==> config.mk <==
export PLATFORM = sky130hd
export DESIGN_NAME = decode_stage_flat
export DESIGN_NICKNAME = d
export VERILOG_FILES = /design/src/rtl/decode_stage_if.sv /design/src/rtl/decode_stage.sv /design/src/flat_wrapper.sv
export SDC_FILE = /design/constraint.sdc
export NUM_CORES = 1
export LEC_CHECK = 0
export BUFFER_PORTS_ARGS = -buffer_cell sky130_fd_sc_hd__buf_2
export CORE_MARGIN = 1
export CORE_UTILIZATION = 40
export DETAILED_ROUTE_END_ITERATION = 8
export SLEW_MARGIN = 30
export SYNTH_ARGS = -nofsm -noshare
export SYNTH_HDL_FRONTEND = slang
export SYNTH_SLANG_ARGS = --single-unit
export TNS_END_PERCENT = 30
==> constraint.sdc <==
create_clock -name clk -period 2.6 [get_ports clk]
set_clock_uncertainty 0.15 [all_clocks]
set_input_delay 0.52 -clock clk [delete_from_list [all_inputs] [get_ports clk]]
set_output_delay 0.52 -clock clk [all_outputs]
set_load 0.01 [all_outputs]
==> src/rtl/decode_stage_if.sv <==
// Handshake and decoded-bundle bus between fetch, the decode stage and execute.
// The master side drives the instruction and flow control; the decode stage is the slave.
interface decode_stage_if #(
  parameter int IMM_W = 16
);
  logic             flush;
  logic             in_valid;
  logic [15:0]      in_inst;
  logic             in_ready;
  logic             out_valid;
  logic             out_ready;
  logic [2:0]       opcode;
  logic [2:0]       func;
  logic [2:0]       rd;
  logic [2:0]       rs1;
  logic [2:0]       rs2;
  logic [IMM_W-1:0] imm;
  logic             reg_we;
  logic             illegal;
  logic             stall;

  modport master (
    output flush, in_valid, in_inst, out_ready,
    input  in_ready, out_valid, opcode, func, rd, rs1, rs2, imm, reg_we, illegal, stall
  );

  modport slave (
    input  flush, in_valid, in_inst, out_ready,
    output in_ready, out_valid, opcode, func, rd, rs1, rs2, imm, reg_we, illegal, stall
  );
endinterface

==> src/rtl/decode_stage.sv <==
// Octa16 decode stage: one-entry registered bundle with valid/ready flow control,
// illegal-encoding detection, flush and an optional one-bubble load-use interlock.
module decode_stage #(
  parameter int IMM_W          = 16,
  parameter bit LOAD_USE_STALL = 1'b1
) (
  input logic          clk,
  input logic          rst_n,
  decode_stage_if.slave bus
);
  logic [2:0] f_op, f_f, f_d, f_a, f_b;
  logic       f_s;

  assign f_op = bus.in_inst[2:0];
  assign f_f  = bus.in_inst[5:3];
  assign f_d  = bus.in_inst[8:6];
  assign f_a  = bus.in_inst[11:9];
  assign f_b  = bus.in_inst[14:12];
  assign f_s  = bus.in_inst[15];

  logic [2:0]       func_next, rd_next, rs1_next, rs2_next;
  logic [7:0]       imm8;
  logic             imm_sext;
  logic [IMM_W-1:0] imm_next;
  logic             we_next, ill_next, use_rs1, use_rs2;

  always_comb begin
    func_next = 3'd0;
    rd_next   = 3'd0;
    rs1_next  = 3'd0;
    rs2_next  = 3'd0;
    imm8      = 8'd0;
    imm_sext  = 1'b0;
    we_next   = 1'b0;
    ill_next  = 1'b0;
    use_rs1   = 1'b0;
    use_rs2   = 1'b0;
    case (f_op)
      3'b000: begin
        rs1_next = f_a; rs2_next = f_b; rd_next = f_d; func_next = f_f;
        we_next = 1'b1; use_rs1 = 1'b1; use_rs2 = 1'b1;
      end
      3'b001: begin
        rs1_next = f_a; rd_next = f_d; func_next = f_f;
        imm8 = {{4{f_s}}, f_s, f_b}; imm_sext = 1'b1;
        we_next = 1'b1; use_rs1 = 1'b1;
      end
      3'b010: begin
        rs1_next = f_a; rd_next = f_d;
        imm8 = {f_s, f_s, f_b, f_f}; imm_sext = 1'b1;
        we_next = 1'b1; use_rs1 = 1'b1;
      end
      3'b011: begin
        rs1_next = f_a; rs2_next = f_d;
        imm8 = {f_s, f_s, f_b, f_f}; imm_sext = 1'b1;
        use_rs1 = 1'b1; use_rs2 = 1'b1;
      end
      3'b100: begin
        rs1_next = f_a; rs2_next = f_b; func_next = f_f;
        imm8 = {{4{f_s}}, f_s, f_d}; imm_sext = 1'b1;
        use_rs1 = 1'b1; use_rs2 = 1'b1;
      end
      3'b101: begin
        if (f_f == 3'b000) begin
          rd_next = f_d; imm8 = {1'b0, bus.in_inst[15:9]}; we_next = 1'b1;
        end else if (f_f == 3'b100) begin
          rd_next = f_d; rs1_next = f_a; imm8 = {bus.in_inst[15:12], 4'b0000};
          we_next = 1'b1; use_rs1 = 1'b1;
        end else begin
          ill_next = 1'b1; func_next = f_f;
        end
      end
      3'b110: begin
        if (f_f == 3'b001) begin
          rd_next = f_d; imm8 = {bus.in_inst[15], bus.in_inst[15:9]}; imm_sext = 1'b1;
          we_next = 1'b1;
        end else if (f_f == 3'b000) begin
          rd_next = f_d; rs1_next = f_a; imm8 = {bus.in_inst[15:12], 4'b0000};
          we_next = 1'b1; use_rs1 = 1'b1;
        end else begin
          ill_next = 1'b1; func_next = f_f;
        end
      end
      default: begin
        ill_next = 1'b1; func_next = f_f;
      end
    endcase
  end

  // Immediates are formed at 8 bits, then widened according to their signedness.
  generate
    if (IMM_W > 8) begin : g_imm_wide
      assign imm_next = {{(IMM_W-8){imm_sext & imm8[7]}}, imm8};
    end else begin : g_imm_narrow
      assign imm_next = imm8;
    end
  endgenerate

  logic out_valid_reg;
  logic stall_int;
  logic accept;

  assign bus.in_ready = (!out_valid_reg || bus.out_ready) && !stall_int && !bus.flush;
  assign accept       = bus.in_valid && bus.in_ready;
  assign bus.stall    = stall_int;

  generate
    if (LOAD_USE_STALL) begin : g_hazard
      logic       hz_pend_reg;
      logic [2:0] hz_rd_reg;
      logic       is_load;

      assign is_load   = (f_op == 3'b010);
      assign stall_int = hz_pend_reg && bus.in_valid && !bus.flush &&
                         ((use_rs1 && rs1_next == hz_rd_reg) ||
                          (use_rs2 && rs2_next == hz_rd_reg));

      always_ff @(posedge clk) begin
        if (!rst_n) begin
          hz_pend_reg <= 1'b0;
          hz_rd_reg   <= 3'd0;
        end else if (bus.flush) begin
          hz_pend_reg <= 1'b0;
        end else if (accept) begin
          hz_pend_reg <= is_load;
          if (is_load) hz_rd_reg <= rd_next;
        end else if (stall_int) begin
          hz_pend_reg <= 1'b0;
        end
      end
    end else begin : g_no_hazard
      assign stall_int = 1'b0;
    end
  endgenerate

  logic [2:0]       opcode_reg, func_reg, rd_reg, rs1_reg, rs2_reg;
  logic [IMM_W-1:0] imm_reg;
  logic             we_reg, ill_reg;

  always_ff @(posedge clk) begin
    if (!rst_n) begin
      out_valid_reg <= 1'b0;
      opcode_reg    <= 3'd0;
      func_reg      <= 3'd0;
      rd_reg        <= 3'd0;
      rs1_reg       <= 3'd0;
      rs2_reg       <= 3'd0;
      imm_reg       <= '0;
      we_reg        <= 1'b0;
      ill_reg       <= 1'b0;
    end else if (bus.flush) begin
      out_valid_reg <= 1'b0;
    end else if (accept) begin
      out_valid_reg <= 1'b1;
      opcode_reg    <= f_op;
      func_reg      <= func_next;
      rd_reg        <= rd_next;
      rs1_reg       <= rs1_next;
      rs2_reg       <= rs2_next;
      imm_reg       <= imm_next;
      we_reg        <= we_next;
      ill_reg       <= ill_next;
    end else if (out_valid_reg && bus.out_ready) begin
      out_valid_reg <= 1'b0;
    end
  end

  assign bus.out_valid = out_valid_reg;
  assign bus.opcode    = opcode_reg;
  assign bus.func      = func_reg;
  assign bus.rd        = rd_reg;
  assign bus.rs1       = rs1_reg;
  assign bus.rs2       = rs2_reg;
  assign bus.imm       = imm_reg;
  assign bus.reg_we    = we_reg;
  assign bus.illegal   = ill_reg;
endmodule

==> src/flat_wrapper.sv <==
// flat-port wrapper written by rule: the top's interface ports become plain ports
module decode_stage_flat 
#(
  parameter int IMM_W          = 16,
  parameter bit LOAD_USE_STALL = 1'b1
)
  (clk, rst_n, bus_flush, bus_in_valid, bus_in_inst, bus_out_ready, bus_in_ready, bus_out_valid, bus_opcode, bus_func, bus_rd, bus_rs1, bus_rs2, bus_imm, bus_reg_we, bus_illegal, bus_stall);
  decode_stage_if #(.IMM_W(IMM_W)) bus_i ();
  input logic clk;
  input logic rst_n;
  input wire logic [$bits(bus_i.flush)-1:0] bus_flush;
  input wire logic [$bits(bus_i.in_valid)-1:0] bus_in_valid;
  input wire logic [$bits(bus_i.in_inst)-1:0] bus_in_inst;
  input wire logic [$bits(bus_i.out_ready)-1:0] bus_out_ready;
  output wire logic [$bits(bus_i.in_ready)-1:0] bus_in_ready;
  output wire logic [$bits(bus_i.out_valid)-1:0] bus_out_valid;
  output wire logic [$bits(bus_i.opcode)-1:0] bus_opcode;
  output wire logic [$bits(bus_i.func)-1:0] bus_func;
  output wire logic [$bits(bus_i.rd)-1:0] bus_rd;
  output wire logic [$bits(bus_i.rs1)-1:0] bus_rs1;
  output wire logic [$bits(bus_i.rs2)-1:0] bus_rs2;
  output wire logic [$bits(bus_i.imm)-1:0] bus_imm;
  output wire logic [$bits(bus_i.reg_we)-1:0] bus_reg_we;
  output wire logic [$bits(bus_i.illegal)-1:0] bus_illegal;
  output wire logic [$bits(bus_i.stall)-1:0] bus_stall;
  assign bus_i.flush = bus_flush;
  assign bus_i.in_valid = bus_in_valid;
  assign bus_i.in_inst = bus_in_inst;
  assign bus_i.out_ready = bus_out_ready;
  assign bus_in_ready = bus_i.in_ready;
  assign bus_out_valid = bus_i.out_valid;
  assign bus_opcode = bus_i.opcode;
  assign bus_func = bus_i.func;
  assign bus_rd = bus_i.rd;
  assign bus_rs1 = bus_i.rs1;
  assign bus_rs2 = bus_i.rs2;
  assign bus_imm = bus_i.imm;
  assign bus_reg_we = bus_i.reg_we;
  assign bus_illegal = bus_i.illegal;
  assign bus_stall = bus_i.stall;
  decode_stage #(.IMM_W(IMM_W), .LOAD_USE_STALL(LOAD_USE_STALL)) u_core (.clk(clk), .rst_n(rst_n), .bus(bus_i));
endmodule
Word-level counts from Yosys, hierarchy flattened

Cells that the tools add are included.

Flip-flop bits (word level): 31
Bits of input ports: 21
Logic and storage cells: 92

Muxes and demuxes: 41
Bitwise gates (word level): 3
Equality and inequality tests: 10
Reductions and logical operators: 27

Operator list:

| operator                                      | count |
|---|---|
| one-hot mux 8 bit (5 select lines)            | 1 |
| two-way mux 3 bit                             | 12 |
| two-way mux 8 bit                             | 4 |
| one-hot mux 3 bit (3 select lines)            | 3 |
| two-way mux 1 bit                             | 16 |
| == test 3 bit, second input constant          | 4 |
| logical AND 1 bit                             | 9 |
| one-hot mux 1 bit (3 select lines)            | 3 |
| == test 3 x 1 -> 1 bit, second input constant | 2 |
| == test 3 x 2 -> 1 bit, second input constant | 2 |
| == test 3 bit                                 | 2 |
| logical NOT 3 bit                             | 2 |
| one-hot mux 3 bit (2 select lines)            | 1 |
| OR reduction 2 bit                            | 3 |
| OR reduction 3 bit                            | 2 |
| OR reduction 5 bit                            | 1 |
| nonzero test 2 bit                            | 2 |
| OR reduction 4 bit                            | 1 |
| logical NOT 1 bit                             | 3 |
| AND reduction 3 bit                           | 1 |
| logical OR 1 bit                              | 2 |
| NOT 1 bit                                     | 2 |
| one-hot mux 1 bit (2 select lines)            | 1 |
| AND reduction 2 bit                           | 1 |
| AND 1 bit                                     | 1 |

Depth between registers and ports, before layout

Gate-level depths: netlist of the first run.

Depth in word-level cells: 13
Mapped depth: 8

Worst setup path after synthesis of the first run

No wires, ideal clock.

Path kind: in2out
Start point: in bus_in_inst[1]
End point: out bus_in_ready
Stages on the path: 6
Setup slack: 0.074 ns
Arrival: 1.856 ns
Cells stage by stage: buf_6 > or3b_1 > a31oi_1 > o221ai_2 > o21ai_0 > nor3b_1

Longest elaborated chain between the ends: 10
Elaborated cells between the ends (all ways): 23
Classes of those cells: eq/ne: 8; mux: 4; reduce/logical: 11

RTL lines:

| element                                                                                         | RTL line                                 | text |
|---|---|---|
| from (decl)                                                                                     | flat_wrapper.sv:13                       | `input wire logic [$bits(bus_i.in_inst)-1:0] bus_in_inst;` |
| == test 3 x 1 -> 1 bit, or another cell as far along                                            | decode_stage.sv:38                       | `case (f_op)` |
| OR reduction 5 bit (no source line) / OR reduction 2 bit (equally long branches)                | n/a                                      |  |
| one-hot mux 3 bit (3 select lines) / one-hot mux 3 bit (2 select lines) (equally long branches) | decode_stage.sv:38                       |  |
| == test 3 bit (on tied branches)                                                                | decode_stage.sv:115, decode_stage.sv:116 |  |
| logical AND 1 bit (on tied branches)                                                            | decode_stage.sv:115, decode_stage.sv:116 |  |
| logical OR 1 bit *                                                                              | decode_stage.sv:115                      | `((use_rs1 && rs1_next == hz_rd_reg) \|\|` |
| logical AND 1 bit *                                                                             | decode_stage.sv:114                      | `assign stall_int = hz_pend_reg && bus.in_valid && !bus.flush &&` |
| named net bus_stall                                                                             | flat_wrapper.sv:25                       | `output wire logic [$bits(bus_i.stall)-1:0] bus_stall;` |
| logical NOT 1 bit *                                                                             | decode_stage.sv:103                      | `assign bus.in_ready = (!out_valid_reg \|\| bus.out_ready) && !stall_int && !bus.flush;` |
| logical AND 1 bit * (2 in a row)                                                                | decode_stage.sv:103                      |  |
| to (decl)                                                                                       | flat_wrapper.sv:15                       | `output wire logic [$bits(bus_i.in_ready)-1:0] bus_in_ready;` |

The timed path passes the listed nets; every way through them passes the cells marked *.

Worst setup path after layout of the first run

Start point: in bus_in_inst[0]
End point: out bus_in_ready

Longest elaborated chain between the ends: 10
Elaborated cells between the ends (all ways): 23
Classes of those cells: eq/ne: 8; mux: 4; reduce/logical: 11

RTL lines:

| element                                                                                         | RTL line |
|---|---|
| == test 3 x 1 -> 1 bit, or another cell as far along                                            | decode_stage.sv:38 |
| OR reduction 5 bit (no source line) / OR reduction 2 bit (equally long branches)                | n/a |
| one-hot mux 3 bit (3 select lines) / one-hot mux 3 bit (2 select lines) (equally long branches) | decode_stage.sv:38 |
| == test 3 bit (on tied branches)                                                                | decode_stage.sv:115, decode_stage.sv:116 |
| logical AND 1 bit (on tied branches)                                                            | decode_stage.sv:115, decode_stage.sv:116 |
| logical OR 1 bit *                                                                              | decode_stage.sv:115 |
| logical AND 1 bit *                                                                             | decode_stage.sv:114 |
| logical NOT 1 bit *                                                                             | decode_stage.sv:103 |
| logical AND 1 bit * (2 in a row)                                                                | decode_stage.sv:103 |

Mark *: on every way between the ends. The rest lies on a longest branch, timed or not.

==> results of run 1 <==
==> routing by layer <==
metal	wire, µm	share of wire (%)
met1	2430	48
met2	2390	47
met3	182	3.6
met4	71	1.4
met5	0	0
==> cells by family (layout without fill, tap and decap cells) <==
family                    after synthesis  count (layout)  synth area share [%]
buffers and inverters                  29              93                  9.44
DFF                                    31              31                  31.9
AOI/OAI and AO/OA                      41              41                  15.5
muxes                                  29              29                  15.0
and+or+nand+nor                        99              99                  26.4
xor gates and xnor gates                4               4                  1.80
==> layout by cell type, fill, tap and decap left out, types with 4 or more instances in the layout <==
cell,n
nand2_1,55
buf_2,55
dfxtp_1,31
mux2i_1,28
buf_4,22
o211ai_1,9
a21oi_1,7
nand3_1,6
clkbuf_8,6
inv_1,5
and3b_1,4
xor2_1,4
nand2b_1,4
nor2b_1,4
nand4_1,4
==> per-stage QoR <==
step | cell area, µm² | setup WS, ns | hold WS [ns] | utilization, % | total power (W)
global route | 2470 | 0.00842 | 0.323 | 52.6 | 0.00128
floorplan | 1950 | 0.0744 | 0.291 | - | 0.000647
detailed placement | 2340 | -0.0396 | 0.299 | 49.8 | 0.000729
global placement | 2340 | -0.0125 | 0.293 | 49.8 | 0.000727
finish | 2470 | 0.0351 | 0.307 | 52.6 | 0.00122
CTS | 2460 | 0.00439 | 0.309 | 52.4 | 0.00123
==> area by class of cell <==
cell class	count	share of cell area, %
Sequential cell	31	25.1
Timing Repair Buffer	80	19.6
Clock inverter	2	1.42
Multi-Input combinational cell	173	47.1
Clock buffer	6	3.34
Inverter	5	0.760
Tap cell	54	2.74
==> repair_timing <==
item | CTS | global route
setup endpoints to repair | 1 | 1
gates cloned | 0 | 0
resized for setup | 2 | 7
pin swaps | 1 | 3
==> worst max-delay path, delay by kind of cell <==
kind / cells / cell delay (ns)
compound gates: 3 / 0.51
simple gates: 2 / 0.43
buf+inv: 3 / 0.42
==> worst min-delay path by stage <==
| stage | from | end | depth (start not counted) |
|---|---|---|---|
| 2_1_floorplan | u_core.g_hazard.hz_pend_reg$_SDFFE_PP0P_ | u_core.g_hazard.hz_pend_reg$_SDFFE_PP0P_ | 2 |
| 3_3_place_gp | u_core.bus.rs2[0]$_SDFFE_PN0P_ | u_core.bus.rs2[0]$_SDFFE_PN0P_ | 2 |
| 3_5_place_dp | u_core.bus.rs2[1]$_SDFFE_PN0P_ | u_core.bus.rs2[1]$_SDFFE_PN0P_ | 2 |
| 4_1_cts | u_core.bus.rs2[1]$_SDFFE_PN0P_ | u_core.bus.rs2[1]$_SDFFE_PN0P_ | 2 |
| 6_report | u_core.bus.opcode[1]$_SDFFE_PN0P_ | u_core.bus.opcode[1]$_SDFFE_PN0P_ | 2 |
| 5_1_grt | u_core.bus.opcode[1]$_SDFFE_PN0P_ | u_core.bus.opcode[1]$_SDFFE_PN0P_ | 2 |
==> report_power, final <==
group	leakage [nW]	switching [W]	internal [W]
Sequential	0.252	0.00000821	0.000492
Combinational	0.900	0.000123	0.0000995
Clock	0.0612	0.000187	0.000310
==> results, run 1 <==
- The final HPWL from detailed placement is 3810 µm.
- After global routing the overflow that remains totals 0.
- After detailed placement, the design holds a cell count of 344.
- The class of the most critical setup path is input pin to output port.
- The proportion of netlist area held by the largest area contributor is 31.9%.
- The met3 track demand over resource is 3.80%.
- The worst reg-to-reg path cell count is 7.
- The maximum buffer depth of the clock tree is 2.
- The leading cell type by number of instances after synthesis is nand2_1.
- The max-cap check violation count is 0.
- IR analysis of the VDD net gives a maximum drop of 0.000236 V.
- The growth of design area from synthesis to finish is 26.8%.
- The number of core rows is 25.
- The initial utilization of the core area, before any placement, comes to 41.5%.
- The die outline height is 71.8 µm.
- The fraction of final layout cells with drive strength greater than 1 is 32.7%.
- The post-synthesis sequential element count is 31.
- The register with the most flip-flops in the layout has 9 of them.
- For this run, asynchronously set or reset flops after synthesis account for 0%.
- Among all flip-flop cells after synthesis, the most frequent one is dfxtp_1.
- The run finished with clean final reports.
- The clock period could shrink to 2.56 ns.
- The cell with the largest stage delay on the worst path is or3_1.
- Global routing used 20.6% of the available tracks.
- The cell type with the largest total area after synthesis is dfxtp_1.
- The total number of yosys warnings is 0.
- For this run, the detailed router's first-pass iteration total came to 4.
- The capture instance of the worst register-to-register path is u_core.bus.imm[7]$_SDFFE_PN0P_.
- The non-filler instance count after layout is 351.
- The final wirelength is 5070 µm.
- The required time reported for the critical path endpoint is 1.93 ns.
- The global placer's final weighted congestion is 0.872.
- The hold-fix buffer count after cts is 0.
- In this run the register-to-register setup slack is 0.68 ns.
- The post-CTS setup-driven buffer insertion count is 0.
- The final antenna diode count is 0.
- The worst path uses 98.7% of the clock period.
- The number of DRC violations after detailed routing is 0.
- The commonest cells after synthesis are 55 x nand2_1, 31 x dfxtp_1, 28 x mux2i_1.
- The capturing element type of the critical path is an output port.
- For this run, the register share of the synthesized area comes to 31.9%.
- In this design, the critical path's most frequently occurring cell is buf_2.
- The largest single stage delay on the critical path is 0.36 ns.
- The number of nets in the final layout is 317.
- The count of flip-flops with a built-in enable after synthesis is 0.
- Each instance of the synthesized netlist takes up on average 8.36 µm².
- In this run the tightest slew margin relative to its limit is 43.5%.
- The violation count after the first detailed-routing iteration is 84.
- The startpoint identified for the worst register-to-register timing path is u_core.g_hazard.hz_rd_reg[0]$_SDFFE_PN0P_.
- The final-report max-slew violation count was 0.
- The global-route met1 utilization is 27.6%.
- At the pin with the least slew margin, the transition time is 0.835 ns.
- The H-tree was split into 2 levels.
- The number of antenna violations at the first check in global routing came to 0.
- The worst setup path startpoint is bus_in_inst[0].
- Across all layers, the routed design uses 1887 vias.
- The number of clock sinks seen by CTS is 31.
- The quantity of I/O buffers inserted on ports is 56.
- Entering global routing, the biggest net connects 37 pins.
- In this run the worst hold path is classified as flip-flop to flip-flop.
- The clock-pin slew on the worst setup and hold paths is 0.06 ns.
- The die covers 5150 µm².
- In the global route stage, met2 resource usage came out at 33.6%.
- The mapped netlist covers 1950 µm².
- After synthesis, the cell types taking the most area are dfxtp_1 32%, mux2i_1 14%, nand2_1 11%.
- Clock tree synthesis selected as its root buffer the cell clkbuf_8.
- The vias per cell is 5.38.
- In this run the remaining antenna-violating nets after routing total 0.
- The number of buffers inserted during clock tree synthesis is 5.
- The per-cell routed wire length is 14.4 µm.
- Setup violations remaining at the end of the flow were counted as 0.
- The final number of hold-violating endpoints is 0.
- The critical path goes through buf_2 -> buf_6 -> or3_1 -> o31ai_1 -> o221ai_2 -> o21ai_2 -> nor3b_2 -> buf_2.
- The layer carrying the most global-route usage is met2.
- The placeable core region is 4690 µm².
- The insertion delay of the later-clocked pin in the worst-skew pair is 0.29 ns.
- The number of top-level pins is 57.
- The sequential cell area is 621 µm².
- The setup TNS is 0 ns.
- Data arrives at the worst endpoint at 1.89 ns.
- STA classifies the critical path startpoint as an input pin.
- The maximum fanout encountered on the critical timing path is 12.
- Power spread over the standard cell area amounts to 494 nW/µm².
- TritonCTS built the clock tree.
- In the final layout, the multi-input gates occupy 1160 µm².
- When the netlist entered floorplanning its net count stood at 254.
- The static power due to leakage is 1.21 nW.
- The global-route wire length before repair is 8280 µm.
- Synthesis produced 233 cells.
- Fill cells in the final layout number 475.
- The capture point of the critical path is bus_in_ready.
- Synthesis instantiated 47 different standard cells from the library.
- The number of global-route vias before repair is 1737.
- The highest attainable clock frequency is 390 MHz.
- The die width is 71.8 µm.
- Setup repair after global routing left no endpoint under its margin.
No activity file was read; power rests on OpenSTA's default activity.
==> run 2: changes to the inputs <==
--- a/config.mk
+++ b/config.mk
@@ -5,10 +5,11 @@
 export SDC_FILE = /design/constraint.sdc
 export NUM_CORES = 1
 export LEC_CHECK = 0
-export BUFFER_PORTS_ARGS = -buffer_cell sky130_fd_sc_hd__buf_2
+export BUFFER_PORTS_ARGS = -buffer_cell sky130_fd_sc_hd__buf_4
 export CORE_MARGIN = 1
-export CORE_UTILIZATION = 40
+export CORE_UTILIZATION = 52
 export DETAILED_ROUTE_END_ITERATION = 8
+export PLACE_DENSITY = 0.8
 export SLEW_MARGIN = 30
 export SYNTH_ARGS = -nofsm -noshare
 export SYNTH_HDL_FRONTEND = slang
==> run 2 against run 1 <==
- register-to-register slack got worse by 0.03 ns
- global-route usage is 4.3 points higher
- sequential power is essentially flat
- flip-flop and latch count is the same
- fmax rose by 1.9%
- worst hold slack better by 0.0019 ns
- largest cell class unchanged
- largest power group unchanged
==> results, run 2 (synthesized netlist as in run 1, its figures left out) <==
- The final antenna diode count was 0 (unchanged).
- The critical hold path startpoint is u_core.bus.opcode[2]$_SDFFE_PN0P_.
- The commonest non-fill, non-tap cell in the layout is buf_4.
- The power after layout is 0.00114 W (-6.4%).
- The vias per cell is 5.60 (+4.2%).
- The global placer's final weighted congestion is 0.893 (+2.4%).
- The instance count along the most critical hold path came to 2 (unchanged).
- The number of iterations in the first detailed-routing pass is 4 (unchanged).
- The smallest hold slack was 0.309 ns (+0.00193 ns).
- The area of the die is 3990 µm² (-22%).
- The final number of hold-violating endpoints came to 0 (unchanged).
- The H-tree depth reported by CTS is 2 (unchanged).
- The highest attainable clock frequency is 397 MHz (+1.9%).
- The die outline height is 63.2 µm (-12%).
- The number of clock sinks seen by CTS is 31 (unchanged).
- The cell with the largest stage delay on the worst path is or3b_4.
- The hold-fix buffer count after cts is 0 (unchanged).
- The violation count after the first detailed-routing iteration is 136 (+62%).
- The data arrival time of the critical path is 1.85 ns (-0.04 ns).
- Among the stages of the critical path, the cell type that occurs most often is buf_4.
- The count of filler cells inserted in the layout is 299 (-37%).
- The number of top-level pins is 57 (unchanged).
- The static power due to leakage is 1.19 nW (-2.0%).
- The internal reg-to-reg setup slack is 0.65 ns (-0.03 ns).
- The largest vdd supply drop was 0.000268 V (+13%).
- The total power divided by cell area came to 450 nW/µm² (-8.9%).
- The maximum number of pins on one net before global-route repair is 51 (+38%).
- The fraction of final layout cells with drive strength greater than 1 is 31.6% (-1.0 points).
- The number of nets in the final layout is 311 (-1.9%).
- The starting density of the core is 56.2% (+15 points).
- The CTS tree is yes.
- The kind of cell with the highest combined delay along the critical path is simple AND/OR/NAND/NOR gates.
- STA classifies the critical path endpoint as an output port.
- The class of the most critical setup path is input pin to output port.
- The max-cap check violation count is 0 (unchanged).
- The biggest cell delay along the critical path came to 0.38 ns (+0.02 ns).
- The overall overflow remaining after global route came to 0 (unchanged).
- The number of vias in the routed layout came to 1887 (unchanged).
- The final wirelength was 4610 µm (-9.1%).
- The clock-pin slew on the worst setup and hold paths is 0.06 ns (about the same).
- The placeable core region is 3470 µm² (-26%).
- The minimum clock period was 2.52 ns (-0.0481 ns).
- The worst setup path is launched from an input pin.
- The required time reported for the critical path endpoint came to 1.93 ns (about the same).
- The worst setup timing slack at the placement stage came to -0.0979 ns (-0.0583 ns).
- Setup repair after global routing left no endpoint under its margin.
- The quantity of I/O buffers inserted on ports was 56 (unchanged).
- The top cell types in the final layout, fill and taps aside, are 72 x buf_4, 55 x nand2_1, 31 x dfxtp_1.
- The number of core rows is 21 (-16%).
- The global-route wire length before repair is 7900 µm (-4.6%).
- The final-report max-slew violation count is 0 (unchanged).
- The number of global-route vias before repair was 1750 (+0.75%).
- The maximum fanout encountered on the critical timing path is 6 (-6).
- The final setup slack of the worst path is 0.0831 ns (+0.0481 ns).
- The growth of design area from synthesis to finish is 30.2%.
- The total setup violations reported at the end of the flow is 0 (unchanged).
- The max-slew headroom at the worst pin is 55.9% (+12 points).
- The insertion delay of the later-clocked pin in the worst-skew pair is 0.28 ns (about the same).
- The worst reg-to-reg path cell count is 7 (unchanged).
- The flow ran to the end, and the final reports show no timing, DRC or antenna violations.
- The launching point of the worst reg2reg path is u_core.g_hazard.hz_rd_reg[0]$_SDFFE_PN0P_.
- The number of DRC violations after detailed routing was 0 (unchanged).
- The final period utilization is 96.8% (-1.8 points).
- The final HPWL from detailed placement is 3410 µm (-10%).
- The die width is 63.2 µm (-12%).
- The signal on the critical path passes through buf_4 -> or3b_4 -> and3b_1 -> o221ai_2 -> o21ai_2 -> nor3b_2 -> buf_4.
- The per-cell routed wire length was 13.7 µm (-5.3%).
- The number of buffers inserted during clock tree synthesis came to 5 (unchanged).
- The number of antenna violations at the first check in global routing is 0 (unchanged).
- The final core utilization is 73.1% (+20 points).
- In this run the worst hold path is classified as flip-flop to flip-flop.
- The worst-margin pin slew was 0.652 ns (-0.183 ns).
- The total routing usage reported by global routing is 24.9% (+4.3 points).
- The clock root buffer is clkbuf_8.
- In this run the critical register-to-register path is captured at u_core.bus.imm[7]$_SDFFE_PN0P_.
- The number of flip-flops under the largest register name is 9 (unchanged).
- The maximum buffer depth of the clock tree came to 2 (unchanged).
- The number of routed nets with antenna violations came to 0 (unchanged).
- The path with the worst hold slack has its endpoint at u_core.bus.opcode[2]$_SDFFE_PN0P_.
- The number of buffers and inverters on the critical path came to 2 (-1).
run 2: report_power, final:
part	total [W]	internal (W)	switching, W
clock network	0.000407	0.000241	0.000166
logic	0.000232	0.000112	0.000120
registers	0.000501	0.000492	0.00000921
run 2: layer usage:
layer | up-vias | global-route usage [%] | share of wire [%]
li1 | 933 | - | -
met5 | - | 0 | 0
met2 | 72 | 38.4 | 46
met4 | 0 | 11.1 | 1.7
met1 | 873 | 33.0 | 46
met3 | 9 | 5.62 | 5.5
run 2: worst max-delay path by stage:
stage,cells past startpoint,end,from
final,7,bus_in_ready,bus_in_inst[0]
after global routing,7,bus_in_ready,bus_in_inst[0]
after CTS,7,bus_in_ready,bus_in_inst[0]
after detailed placement,7,bus_in_ready,bus_in_inst[0]
after global placement,7,bus_in_ready,bus_in_inst[0]
after floorplan,6,bus_in_ready,bus_in_inst[1]
run 2: through the flow:
| step | instance area, µm² | TNS, ns | std cells |
|---|---|---|---|
| finish | 2540 | 0 | 337 |
| global route | 2540 | 0 | 337 |
| CTS | 2510 | 0 | 337 |
| detailed placement | 2410 | -0.147 | 329 |
| global placement | 2410 | -0.0279 | 329 |
| floorplan | 1950 | 0 | 233 |
run 2: layout make-up:
| cell class | instances | area [µm²] | share of cell area, % |
|---|---|---|---|
| multi-input cells | 173 | 1170 | 46.0 |
| flip-flops and latches | 31 | 621 | 24.5 |
| repair buffers | 74 | 572 | 22.5 |
| clock buffers | 8 | 100 | 3.95 |
| well taps | 46 | 57.6 | 2.27 |
| inverters | 5 | 18.8 | 0.740 |
run 2: repair_timing:
item                                    CTS  global route
endpoints found under the setup margin    2             2
gates resized for setup                   1             7
setup buffers                             0             0
pin swaps                                 0             5
run 2: worst register-to-register path: stages, from the launching register on:
cell	delay [ns]
dfxtp_1	0.37
xor2_1	0.19
nor4_1	0.32
buf_4	0.18
a21oi_1	0.07
o21ai_2	0.14
buf_4	0.23
mux2i_1	0.23
==> run 3: changes to the inputs <==
--- a/config.mk
+++ b/config.mk
@@ -10,6 +10,7 @@
 export CORE_UTILIZATION = 52
 export DETAILED_ROUTE_END_ITERATION = 8
 export PLACE_DENSITY = 0.8
+export RECOVER_POWER = 100
 export SLEW_MARGIN = 30
 export SYNTH_ARGS = -nofsm -noshare
 export SYNTH_HDL_FRONTEND = slang
==> run 3 against run 2 <==
- fmax up 0.22%
- die area unchanged
- global-route usage is the same
- via count rose by 0.79%
- critical path type unchanged
- flip-flop and latch count unchanged
- register-to-register slack worse by 0.26 ns
- combinational power fell by 8%
- power is 1.6% lower
==> results, run 3 (synthesized netlist as in run 1, its figures left out) <==
- The flow ran to the end, and the final reports show no timing, DRC or antenna violations.
- The final period utilization is 96.6% (-0.21 points).
- The setup TNS is 0 ns (unchanged).
- The hold-fix buffer count after cts came to 0 (unchanged).
- The switching part of the total power is 26.3% (+0.40 points).
- The number of clock sinks seen by CTS is 31 (unchanged).
- The number of nets in the final layout is 311 (unchanged).
- The final number of hold-violating endpoints is 0 (unchanged).
- The critical path is of the input pin to output port type.
- The number of antenna violations at the first check in global routing is 0 (unchanged).
- The area of the die is 3990 µm² (unchanged).
- TritonCTS built the clock tree.
- The final antenna diode count came to 0 (unchanged).
- The total routing usage reported by global routing is 24.9% (unchanged).
- The sequential group share of total power is 44.6% (+0.7 points).
- The vias per cell is 5.64 (+0.79%).
- The number of flip-flops under the largest register name is 9 (unchanged).
- The highest attainable clock frequency is 398 MHz (+0.22%).
- The number of buffers inserted during clock tree synthesis is 5 (unchanged).
- The overall overflow remaining after global route came to 0 (unchanged).
- The quantity of I/O buffers inserted on ports is 56 (unchanged).
- The clock power share came to 36.4% (+0.7 points).
- The minimum clock period is 2.51 ns (-0.00541 ns).
- The final-report max-slew violation count is 0 (unchanged).
- The placeable core region came to 3470 µm² (unchanged).
- The commonest non-fill, non-tap cell in the layout is nand2_1.
- The worst hold path belongs to the class flip-flop to flip-flop.
- The combinational share of power came to 19.0% (-1.3 points).
- In the layout the commonest cells are 55 x nand2_1, 38 x clkbuf_1, 34 x buf_4.
- The number of global-route vias before repair is 1750 (unchanged).
- The worst-margin pin slew is 0.648 ns (-0.00368 ns).
- The number of core rows was 21 (unchanged).
- The global placer's final weighted congestion is 0.893 (unchanged).
- The total setup violations reported at the end of the flow is 0 (unchanged).
- The clock root buffer is clkbuf_8.
- The final wirelength is 4670 µm (+1.3%).
- The H-tree depth reported by CTS was 2 (unchanged).
- The internal power consumption is 0.000827 W (-2.2%).
- The max-cap check violation count came to 0 (unchanged).
- The largest individual stage delay along the critical path comes from the cell or3b_1.
- The insertion delay of the later-clocked pin in the worst-skew pair is 0.28 ns (about the same).
- The final HPWL from detailed placement is 3410 µm (unchanged).
- The number of buffers and inverters on the critical path is 2 (unchanged).
- The net switching power figure is 0.000295 W (-0.14%).
- Traced cell by cell, the critical path runs through buf_4 -> or3b_1 -> a31oi_1 -> o221ai_2 -> o21ai_2 -> nor3b_2 -> buf_4.
- STA classifies the critical path endpoint as an output port.
- The non-filler instance count after layout is 337 (unchanged).
- The die width is 63.2 µm (unchanged).
- The biggest cell delay along the critical path is 0.40 ns (+0.02 ns).
- The number of vias in the routed layout is 1902 (+0.79%).
- The maximum buffer depth of the clock tree was 2 (unchanged).
- The global-route wire length before repair was 7900 µm (unchanged).
- The max-slew headroom at the worst pin is 56.2% (+0.25 points).
- The violation count after the first detailed-routing iteration is 138 (+1.5%).
- The family with the most delay on the worst path is compound AO/OA/AOI/OAI gates.
- The total power divided by cell area is 471 nW/µm² (+4.8%).
- The count of placed standard cells including taps is 329 (unchanged).
- From synthesis to final layout, the design area changed by 22.2%.
- Setup repair after global routing left no endpoint under its margin.
- The maximum number of pins on one net before global-route repair is 51 (unchanged).
- The critical path's most frequent cell is buf_4.
- The maximum fanout encountered on the critical timing path is 6 (unchanged).
- The number of DRC violations after detailed routing was 0 (unchanged).
- The post-CTS setup-driven buffer insertion count is 0 (unchanged).
- The clock-pin slew on the worst setup and hold paths is 0.06 ns (about the same).
- The data arrival time of the critical path is 1.84 ns (about the same).
- The largest vdd supply drop is 0.000267 V (-0.45%).
- The number of iterations in the first detailed-routing pass was 4 (unchanged).
- The per-cell routed wire length is 13.9 µm (+1.3%).
- The worst setup path is launched from an input pin.
- The number of routed nets with antenna violations is 0 (unchanged).
- The die outline height came to 63.2 µm (unchanged).
- The static power due to leakage is 1.03 nW (-13%).
- The number of top-level pins is 57 (unchanged).
- The fraction of final layout cells with drive strength greater than 1 is 18.6% (-13 points).
- The required time reported for the critical path endpoint was 1.93 ns (about the same).
- The starting density of the core is 56.2% (unchanged).
## run 3: cell count changes in the layout (fill, tap and decap cells not counted), sizes merged
cell	delta
buf	-39
clkbuf	+39
## run 3: metrics by stage
step	instance area, µm²	power, W	utilization, %	hold slack (ns)	setup WS [ns]
after floorplan	1950	0.000647	-	0.291	0.0744
after global placement	2410	0.000735	69.4	0.294	-0.0279
after detailed placement	2410	0.000739	69.4	0.305	-0.0979
after CTS	2510	0.00115	72.3	0.313	0.00708
after global routing	2380	0.00118	68.7	0.323	0.00125
final	2380	0.00112	68.7	0.308	0.0885
## run 3: worst paths after layout
check	from	end	slack, ns	depth (start not counted)
worst min register to register	u_core.bus.opcode[2]$_SDFFE_PN0P_	u_core.bus.opcode[2]$_SDFFE_PN0P_	0.31	2
worst min-delay path	u_core.bus.opcode[2]$_SDFFE_PN0P_	u_core.bus.opcode[2]$_SDFFE_PN0P_	0.31	2
worst max register to register	u_core.g_hazard.hz_rd_reg[0]$_SDFFE_PN0P_	u_core.bus.imm[7]$_SDFFE_PN0P_	0.39	7
worst max-delay path	bus_in_inst[0]	bus_in_ready	0.09	7
## run 3: area by class of cell
type	instances	area, µm²
clock buffer	8	100
timing repair buffer	74	420
inverter	5	18.8
sequential	31	621
multi-input combinational	173	1160
tap	46	57.6
fill	332	1090
## run 3: worst min-delay path, stage by stage (launching register included)
cell and delay [ns]:
dfxtp_1 0.31, nand2_1 0.05, mux2i_1 0.05
## run 3: power groups by stage
| stage | logic [W] | registers, W | clock network (W) |
|---|---|---|---|
| 3_5_place_dp | 0.000227 | 0.000512 | 0 |
| 3_3_place_gp | 0.000224 | 0.000511 | 0 |
| 6_report | 0.000213 | 0.000501 | 0.000408 |
| 5_1_grt | 0.000234 | 0.000503 | 0.000440 |
| 2_1_floorplan | 0.000128 | 0.000519 | 0 |
| 4_1_cts | 0.000228 | 0.000501 | 0.000416 |
## run 3: layer usage
layer  GRT usage (%)  routed length, µm
met1            33.0               2160
met2            38.4               2100
met3            5.62                300
met4            11.1                109
met5               0                  0
## run 3: repair_timing
item                       in CTS  in global routing
hold endpoints to repair        0                  0
pin swaps                       0                  5
resized for setup               1                  7
setup endpoints to repair       2                  2
